$ cat config.mk
export PLATFORM = sky130hd
export DESIGN_NAME = debounce_multi
export DESIGN_NICKNAME = d
export VERILOG_FILES = /design/src/rtl/debounce_pkg.sv /design/src/rtl/debounce_chan.sv /design/src/rtl/debounce_multi.sv
export SDC_FILE = /design/constraint.sdc
export NUM_CORES = 1
export LEC_CHECK = 0
export ABC_AREA = 1
export CORE_MARGIN = 2
export CORE_UTILIZATION = 55
export DETAILED_ROUTE_END_ITERATION = 8
export PLACE_DENSITY = 0.76
export SKIP_CTS_REPAIR_TIMING = 1
export SYNTH_ARGS = -nofsm -noshare
export SYNTH_HDL_FRONTEND = slang
export SYNTH_SLANG_ARGS = --single-unit
$ cat constraint.sdc
create_clock -name clock -period 1.5 [get_ports clock]
set_clock_uncertainty 0.05 [all_clocks]
set_input_delay 0.3 -clock clock [delete_from_list [all_inputs] [get_ports clock]]
set_output_delay 0.3 -clock clock [all_outputs]
set_load 0.03 [all_outputs]
$ cat src/rtl/debounce_pkg.sv
// Shared constants and helpers for the multi-channel switch debouncer.
package debounce_pkg;

  localparam int   DEF_NCH       = 4;
  localparam int   DEF_CNT_W     = 6;
  localparam int   DEF_HOLD_W    = 8;
  localparam logic DEF_RESET_VAL = 1'b0;

  // Clock cycles from the first edge that samples a new level to the edge
  // where db shows it, with ce held high.
  function automatic int settle_latency(input int cnt_w);
    return (1 << (cnt_w - 1)) + 2;
  endfunction

endpackage

$ cat src/rtl/debounce_chan.sv
// One debounce channel: two-flop synchroniser, settle counter that restarts
// on any input change, registered level/edge outputs, and a long-press timer.
module debounce_chan
  import debounce_pkg::*;
#(
  parameter int   CNT_W     = DEF_CNT_W,
  parameter int   HOLD_W    = DEF_HOLD_W,
  parameter logic RESET_VAL = DEF_RESET_VAL
) (
  input  logic clock,
  input  logic reset,
  input  logic ce,
  input  logic switch,
  output logic db,
  output logic rise,
  output logic fall,
  output logic hold
);

  localparam logic [CNT_W-1:0]  CNT_ONE = {{(CNT_W-1){1'b0}}, 1'b1};
  localparam logic [HOLD_W-1:0] H_ONE   = {{(HOLD_W-1){1'b0}}, 1'b1};
  localparam logic [HOLD_W-1:0] H_MAX   = {HOLD_W{1'b1}};
  localparam logic [HOLD_W-1:0] H_MAXM1 = H_MAX - H_ONE;

  logic              s1;
  logic              s2;
  logic [CNT_W-1:0]  cnt;
  logic [HOLD_W-1:0] hcnt;
  logic              change;
  logic              settled;

  assign change  = s1 ^ s2;
  // The counter saturates at its MSB, so the MSB alone marks "stable long enough".
  assign settled = cnt[CNT_W-1];

  // Synchroniser flops for the asynchronous pin.
  always_ff @(posedge clock) begin
    if (reset) begin
      s1 <= RESET_VAL;
      s2 <= RESET_VAL;
    end else begin
      s1 <= switch;
      s2 <= s1;
    end
  end

  // Settle counter: any change restarts it immediately, even without ce.
  always_ff @(posedge clock) begin
    if (reset) begin
      cnt <= '0;
    end else if (change) begin
      cnt <= '0;
    end else if (ce && !settled) begin
      cnt <= cnt + CNT_ONE;
    end
  end

  // Accept the synchronised level once settled; edges fire alongside the new db.
  always_ff @(posedge clock) begin
    if (reset) begin
      db   <= RESET_VAL;
      rise <= 1'b0;
      fall <= 1'b0;
    end else if (settled) begin
      db   <= s2;
      rise <= s2 & ~db;
      fall <= ~s2 & db;
    end else begin
      rise <= 1'b0;
      fall <= 1'b0;
    end
  end

  // Long-press timer: counts ce ticks while db is high, sticks at max so the
  // hold pulse fires once per high period.
  always_ff @(posedge clock) begin
    if (reset) begin
      hcnt <= '0;
      hold <= 1'b0;
    end else begin
      if (!db) begin
        hcnt <= '0;
      end else if (ce && (hcnt != H_MAX)) begin
        hcnt <= hcnt + H_ONE;
      end
      hold <= db & ce & (hcnt == H_MAXM1);
    end
  end

endmodule

$ cat src/rtl/debounce_multi.sv
// NCH independent debounce channels sharing one clock, reset and ce tick.
module debounce_multi
  import debounce_pkg::*;
#(
  parameter int   NCH       = DEF_NCH,
  parameter int   CNT_W     = DEF_CNT_W,
  parameter int   HOLD_W    = DEF_HOLD_W,
  parameter logic RESET_VAL = DEF_RESET_VAL
) (
  input  logic           clock,
  input  logic           reset,
  input  logic           ce,
  input  logic [NCH-1:0] switch,
  output logic [NCH-1:0] db,
  output logic [NCH-1:0] rise,
  output logic [NCH-1:0] fall,
  output logic [NCH-1:0] hold
);

  for (genvar gi = 0; gi < NCH; gi++) begin : g_chan
    debounce_chan #(
      .CNT_W     (CNT_W),
      .HOLD_W    (HOLD_W),
      .RESET_VAL (RESET_VAL)
    ) u_chan (
      .clock  (clock),
      .reset  (reset),
      .ce     (ce),
      .switch (switch[gi]),
      .db     (db[gi]),
      .rise   (rise[gi]),
      .fall   (fall[gi]),
      .hold   (hold[gi])
    );
  end

endmodule

==> results.ini <==
[synthesis]
yosysTopAreaCell=dfxtp_1
synth_flop_cell=dfxtp_1
synth.distinct_cells=27
synth.most_common_cell=nand2_1
syn_nets=524
synth_edf_count=0
async_flop_share_pct=0
synth.yosys.seq_area_share_pct=42.81
synthTopCellsByArea=dfxtp_1, nand2_1, nor2_1
netlist_instances=505
synth_commonest_cells=nand2_1, dfxtp_1, nor2_1
synth_seq_cells=80
yosys_warnings=0
synth_area_sq_mm=0.003741
avgSynthCellArea_sq_um=7.408
synth_top_area_share_pct=42.81

[timing]
rsz0062_at_grt=false
worst_pin_slew_ps=333.8
slew_viol_final=0
fin_setup_tns_ps=0
relSlewSlack_pct=77.71
final-setup-viol-count=0
timing.final.crit_share_pct=91.30
finalHoldViolations=0
max_freq_mhz=730.2
fin_hold_ws_ps=339.0
period_needed_ps=1370

[detailed_routing]
wl_met1_microns=3252
final_antenna_net_count=0
num_vias=3063
wl_met3_microns=196
drt-pass1-iter-count=4
highest_layer=met4
drtIter0Drc=123
totalWireLength_microns=6754
met2RoutedLength_microns=3252
routedWlPerCell_microns=10.93
drc=0
viasPerCell=4.956

[layout]
utilization_pct=63.78
final_cells=618
syn2layout_area_growth_pct=13.91
antenna_cells=0
layout-drive-gt1-share_pct=11.71
final_nets=552

[pwr]
p_sw_w=0.0008836
p_sw_share_pct=23.62
combPwrFrac_pct=4.7
power_w=0.003740
seqPwrFrac_pct=57.9
p_leak_nw=1.996
p_int_w=0.002857
ir_drop_mv=0.5371
power_density_mw_per_mm2=877.7
clock_power_share_pct=37.5

[critical_path]
cp_num_cells=8
worst_r2r_path_depth=8
end_kind=flop
required_ps=1680
startpoint_type=flop
ff2ff_setup_slack_ps=130
crit_family=simple AND/OR/NAND/NOR gates
crit_buf_inv=2
cpMaxStageDelayCell=dfxtp_1
r2r_start=g_chan[0].u_chan.hcnt[0]
cp.arrival_ps=1550
path_cells=ha_1 -> inv_1 -> nor2_4 -> nand2_4 -> nand2_4 -> inv_4 -> nor2_1 -> nor2_1
regToRegEndpoint=g_chan[0].u_chan.hcnt[1]
crit_end=g_chan[0].u_chan.hcnt[1]
cp_max_fo=7
path_class=flop to flop
max_stage_delay_ps=390
cp-startpoint=g_chan[0].u_chan.hcnt[0]

[floorplanning]
initial_core_util_pct=55.99
die_area_sq_mm=0.007478
std_cell_rows=30
ios=23
die_h_microns=86.48
fp.dieW_microns=86.48
core_area_sq_mm=0.006681

[global_routing]
first_global_vias=2847
overflow=0
grt_max_degree=17
antenna_found_initial=0
grt_pass1_wl_microns=11750
grt_usage_pct=19.24

[clock_tree]
cts_tree=yes
numCtsBuffers=9
cts.sinks=80
cts_buffer_depth=2
htreeDepth=3
clk_latency_ps=330
path_clk_slew_ps=80
cts_root_buffer=clkbuf_8

[status]
outcome=completed

[placed_design]
dp.final_hpwl_microns=4907
port_buffers=22
dp.cells=602
gp_congestion=0.8442

[job]
max-cap-violations=0

[min_path]
holdCritPathClass=input pin to flop

[layer usage]
metal	vias to the layer above	global-route usage, %
met5	-	0
li1	1635	-
met4	0	5.540
met2	35	33.36
met3	4	4.571
met1	1389	23.80
[how the worst min path moves through the flow]
stage                                    from                    end  slack, ps  depth (start not counted)
after global placement    g_chan[3].u_chan.s1    g_chan[3].u_chan.s2        370                          2
after detailed placement  g_chan[2].u_chan.s1    g_chan[2].u_chan.s2        380                          2
after CTS                 g_chan[2].u_chan.s1    g_chan[2].u_chan.s2        390                          2
final                                      ce  g_chan[2].u_chan.hold        340                          3
after global routing                       ce  g_chan[2].u_chan.hold        330                          3
after floorplan                         reset  g_chan[0].u_chan.rise        330                          1
[worst register-to-register path: stages, from the launching register on]
cell	delay, ps
dfxtp_1	390
ha_1	200
inv_1	90
nor2_4	150
nand2_4	80
nand2_4	100
inv_4	70
nor2_1	90
nor2_1	50
[power by group through the flow]
stage	combinational (W)	sequential, W	clock [W]
final	0.000175	0.00216	0.00140
after global routing	0.000197	0.00217	0.00152
after CTS	0.000175	0.00216	0.00144
after detailed placement	0.000174	0.00221	0
after global placement	0.000169	0.00221	0
after floorplan	0.000119	0.00221	0
[registers in the layout, indices dropped and copies added, names as in the netlist]
signal	flops
g_chan.u_chan.fall	4
g_chan.u_chan.db	4
g_chan.u_chan.hcnt	32
g_chan.u_chan.s2	4
g_chan.u_chan.s1	4
g_chan.u_chan.rise	4
g_chan.u_chan.hold	4
g_chan.u_chan.cnt	24
[stage by stage]
stage	instance area [sq um]	setup slack, ps
4_1_cts	4207	-265.5
6_report	4262	130.5
3_3_place_gp	4033	-247.4
2_1_floorplan	3741	220.3
5_1_grt	4262	5.010
3_5_place_dp	4033	-300.1
[cells by family (layout without fill, tap and decap cells)]
family | Yosys count | count (layout) | share of synthesized area (%)
xor gates and xnor gates | 14 | 14 | 3.278
buffers and inverters | 86 | 119 | 10.80
DFF | 80 | 80 | 42.81
AOI/OAI and AO/OA | 51 | 51 | 7.057
adders and majority gates | 12 | 12 | 4.013
and+or+nand+nor | 262 | 262 | 32.04
[final cells by class]
type / instances / area, sq um
clock buffers: 11 / 141.4
clock inverters: 5 / 32.53
fillers: 584 / 2420
inverters: 66 / 252.7
multi-input cells: 339 / 1740
flip-flops and latches: 80 / 1607
well taps: 80 / 100.1
repair buffers: 37 / 387.9
[cell usage in the layout (no fill, tap or decap), types with 9 or more instances in the layout]
| master | instances |
|---|---|
| a21oi_1 | 30 |
| buf_4 | 14 |
| clkbuf_8 | 10 |
| dfxtp_1 | 76 |
| dlymetal6s2s_1 | 17 |
| ha_1 | 12 |
| inv_1 | 62 |
| nand2_1 | 113 |
| nand3_1 | 27 |
| nand4_1 | 9 |
| nor2_1 | 67 |
| nor3_1 | 14 |
| o21ai_0 | 15 |
Note: power is estimated with default switching activity, not from simulation.
==> patch, RTL diff (config.mk and constraints unchanged) <==
Reset style: asynchronous (`reset`), changed in 4 clocked blocks.
--- a/src/rtl/debounce_chan.sv
+++ b/src/rtl/debounce_chan.sv
@@ -34,7 +34,7 @@
   assign settled = cnt[CNT_W-1];
 
   // Synchroniser flops for the asynchronous pin.
-  always_ff @(posedge clock) begin
+  always_ff @(posedge clock or posedge reset) begin
     if (reset) begin
       s1 <= RESET_VAL;
       s2 <= RESET_VAL;
@@ -45,7 +45,7 @@
   end
 
   // Settle counter: any change restarts it immediately, even without ce.
-  always_ff @(posedge clock) begin
+  always_ff @(posedge clock or posedge reset) begin
     if (reset) begin
       cnt <= '0;
     end else if (change) begin
@@ -56,7 +56,7 @@
   end
 
   // Accept the synchronised level once settled; edges fire alongside the new db.
-  always_ff @(posedge clock) begin
+  always_ff @(posedge clock or posedge reset) begin
     if (reset) begin
       db   <= RESET_VAL;
       rise <= 1'b0;
@@ -73,7 +73,7 @@
 
   // Long-press timer: counts ce ticks while db is high, sticks at max so the
   // hold pulse fires once per high period.
-  always_ff @(posedge clock) begin
+  always_ff @(posedge clock or posedge reset) begin
     if (reset) begin
       hcnt <= '0;
       hold <= 1'b0;
Check against the original RTL: no difference found for any inputs over 10 cycles, from zero or initial values and one cycle with reset high; that may be too few to reach the edited logic, so the function may still have changed.
==> patch against the original RTL <==
- global-route usage grew 0.48 points
- setup slack lost 0.039 ns
- fmax shrank 2.8%
- utilization grew 1.5 points
- sequential cell count is the same
- non-clock buffer count grew 1
- design area grew 12%
- die area grew 10%
- wire length grew 11%
- synthesized area grew 11%
Power is not compared: it rests on default switching activity, and its combinational part moved more than twofold at a synthesized area within 25%.
==> patch: results (changes against the original RTL) <==
status:
  status: "complete, no violations"  # unchanged
cts:
  worstSkewPairLatency_ns: 0.35  # was 0.33 ns
  root_buffer: "clkbuf_8"  # unchanged
  htreeDepth: 3  # unchanged
  cts_inserted_buffers: 9  # unchanged
  clk_pin_slew_ns: 0.08  # about the same
  clockBufferDepth: 2  # unchanged
worst_setup_path:
  rr_startpoint: "g_chan[2].u_chan.hcnt[0]"  # was g_chan[0].u_chan.hcnt[0]
  reg2reg_to: "g_chan[2].u_chan.hcnt[5]"  # was g_chan[0].u_chan.hcnt[1]
  cp_top_family: "flip-flops"  # was simple AND/OR/NAND/NOR gates
  arrival_ns: 1.06  # was 1.55 ns
  slowest_delay_ns: 0.50  # was 0.39 ns
  endpoint: "db[0]"  # was g_chan[0].u_chan.hcnt[1]
  crit_start: "g_chan[0].u_chan.db"  # was g_chan[0].u_chan.hcnt[0]
  crit_fanout: 10  # was 7
  r2r_cells: 9  # was 8
  reg2reg_slack_ns: 0.12
  slowest_stage: "dfrtp_2"  # was dfxtp_1
synthesis:
  yosysSeqAreaShare: 0.4831  # was 0.4281
  synth_nets: 515  # was 524
  ys_top_cells_by_area: "dfrtp_1 (48%), nand2_1 (11%), nand3_1 (5.4%)"  # was dfxtp_1 (43%), nand2_1 (11%), nor2_1 (6.7%)
  synth_common_cells: "nand2_1 (120), dfrtp_1 (80), inv_1 (53)"  # was nand2_1 (113), dfxtp_1 (80), nor2_1 (67)
  synth_fa_ha_area_frac: 0.03623  # was 0.04013
  synthXorXnorAreaFrac: 0.04650  # was 0.03278
  synthArstFlopShare: 1.000  # was 0
  ys_warn_count: 0  # unchanged
  synth_cell_types: 27  # unchanged
  synth_compound_area_frac: 0.05676  # was 0.07057
  synth_top_area_cell: "dfrtp_1"  # was dfxtp_1
  synthMuxAreaShare: 0  # unchanged
cells_and_area:
  diodes: 0  # unchanged
  largest_registers: "g_chan.u_chan.hcnt x32, g_chan.u_chan.cnt x24"  # unchanged
  nFillCells: 615  # was 584
  nets: 542  # was 552
  drive_gt1_frac: 0.1345  # was 0.1171
placement:
  hpwl_um: 5310  # was 4907 um
  port_buffers: 22  # unchanged
  place_ws_ns: -0.2531  # was -0.3001 ns
  gp_congestion: 0.9061  # was 0.8442
detailed_routing:
  drt-pass1-iter-count: 4  # unchanged
  finalWirelength_um: 7491  # was 6754 um
  first_iter_violations: 172  # was 123
  viasPerCell: 5.102  # was 4.956
global_route:
  grt_pass1_wl_um: 13320  # was 11,750 um
  antenna_found_initial: 0  # unchanged
  grt_max_degree: 50  # was 17
  first_global_vias: 3089  # was 2,847
  grtUsageTotal: 0.1972  # was 0.1924
timing:
  hold_viol: 0  # unchanged
  tightest_slew_ns: 0.4527  # was 0.3338 ns
  worst_slack_ns: 0.09115  # was 0.1305 ns
power_and_ir_drop:
  vdd.ir_drop.worst_mv: 0.4938
  p_sw_frac: 0.2736
  leakagePower_nw: 2.365
worst_hold_path:
  hold_path.class: "primary input to asynchronous set/reset pin"  # was primary input to flop
==> patch: cells by family (layout without fill, tap and decap cells) <==
logic type,Yosys count,after routing
simple gates,258,258
xor+xnor,22,22
buf+inv,79,111
compound gates,45,45
fa+ha+maj,12,12
flops,80,80
==> patch: layer usage <==
layer	track usage	routed length [um]
met5	0	0
met4	0.07323	125
met3	0.04174	223
met2	0.3315	3737
met1	0.2519	3404
==> patch: per-stage QoR <==
step / util / instances / cell area, sq um / hold WS (ns) / setup TNS [ns]
final: 0.6532 / 627 / 4763 / 0.3054 / 0
after global routing: 0.6532 / 627 / 4763 / 0.3120 / -0.01835
after CTS: 0.6369 / 622 / 4644 / 0.3063 / -2.582
after detailed placement: 0.6098 / 606 / 4447 / 0.3308 / -6.100
after global placement: 0.6098 / 606 / 4447 / 0.3266 / -4.646
after floorplan: - / 496 / 4148 / 0.2814 / 0
==> patch: worst reg2reg max path, delay by kind of cell (launching register included) <==
kind / cells / cell delay (ns)
flip-flops: 1 / 0.43
buffers and inverters: 3 / 0.25
adder cells (fa/ha/maj): 1 / 0.17
AND/OR/NAND/NOR: 5 / 0.37
==> patch: power by group through the flow <==
stage | Combinational (mW) | Clock, mW | Sequential [mW]
floorplan | 0.399 | 0 | 2.36
global placement | 0.490 | 0 | 2.40
detailed placement | 0.507 | 0 | 2.41
CTS | 0.510 | 1.63 | 2.36
global route | 0.611 | 1.72 | 2.39
finish | 0.536 | 1.58 | 2.38
==> patch: cell type report <==
cell class | count | area, sq um | area share
inverter | 57 | 222.7 | 0.04676
multi-input combinational | 337 | 1800 | 0.3780
clock inverter | 5 | 56.30 | 0.01182
timing repair buffer | 38 | 410.4 | 0.08616
tap | 99 | 123.9 | 0.02600
sequential | 80 | 2008 | 0.4216
clock buffer | 11 | 141.4 | 0.02968
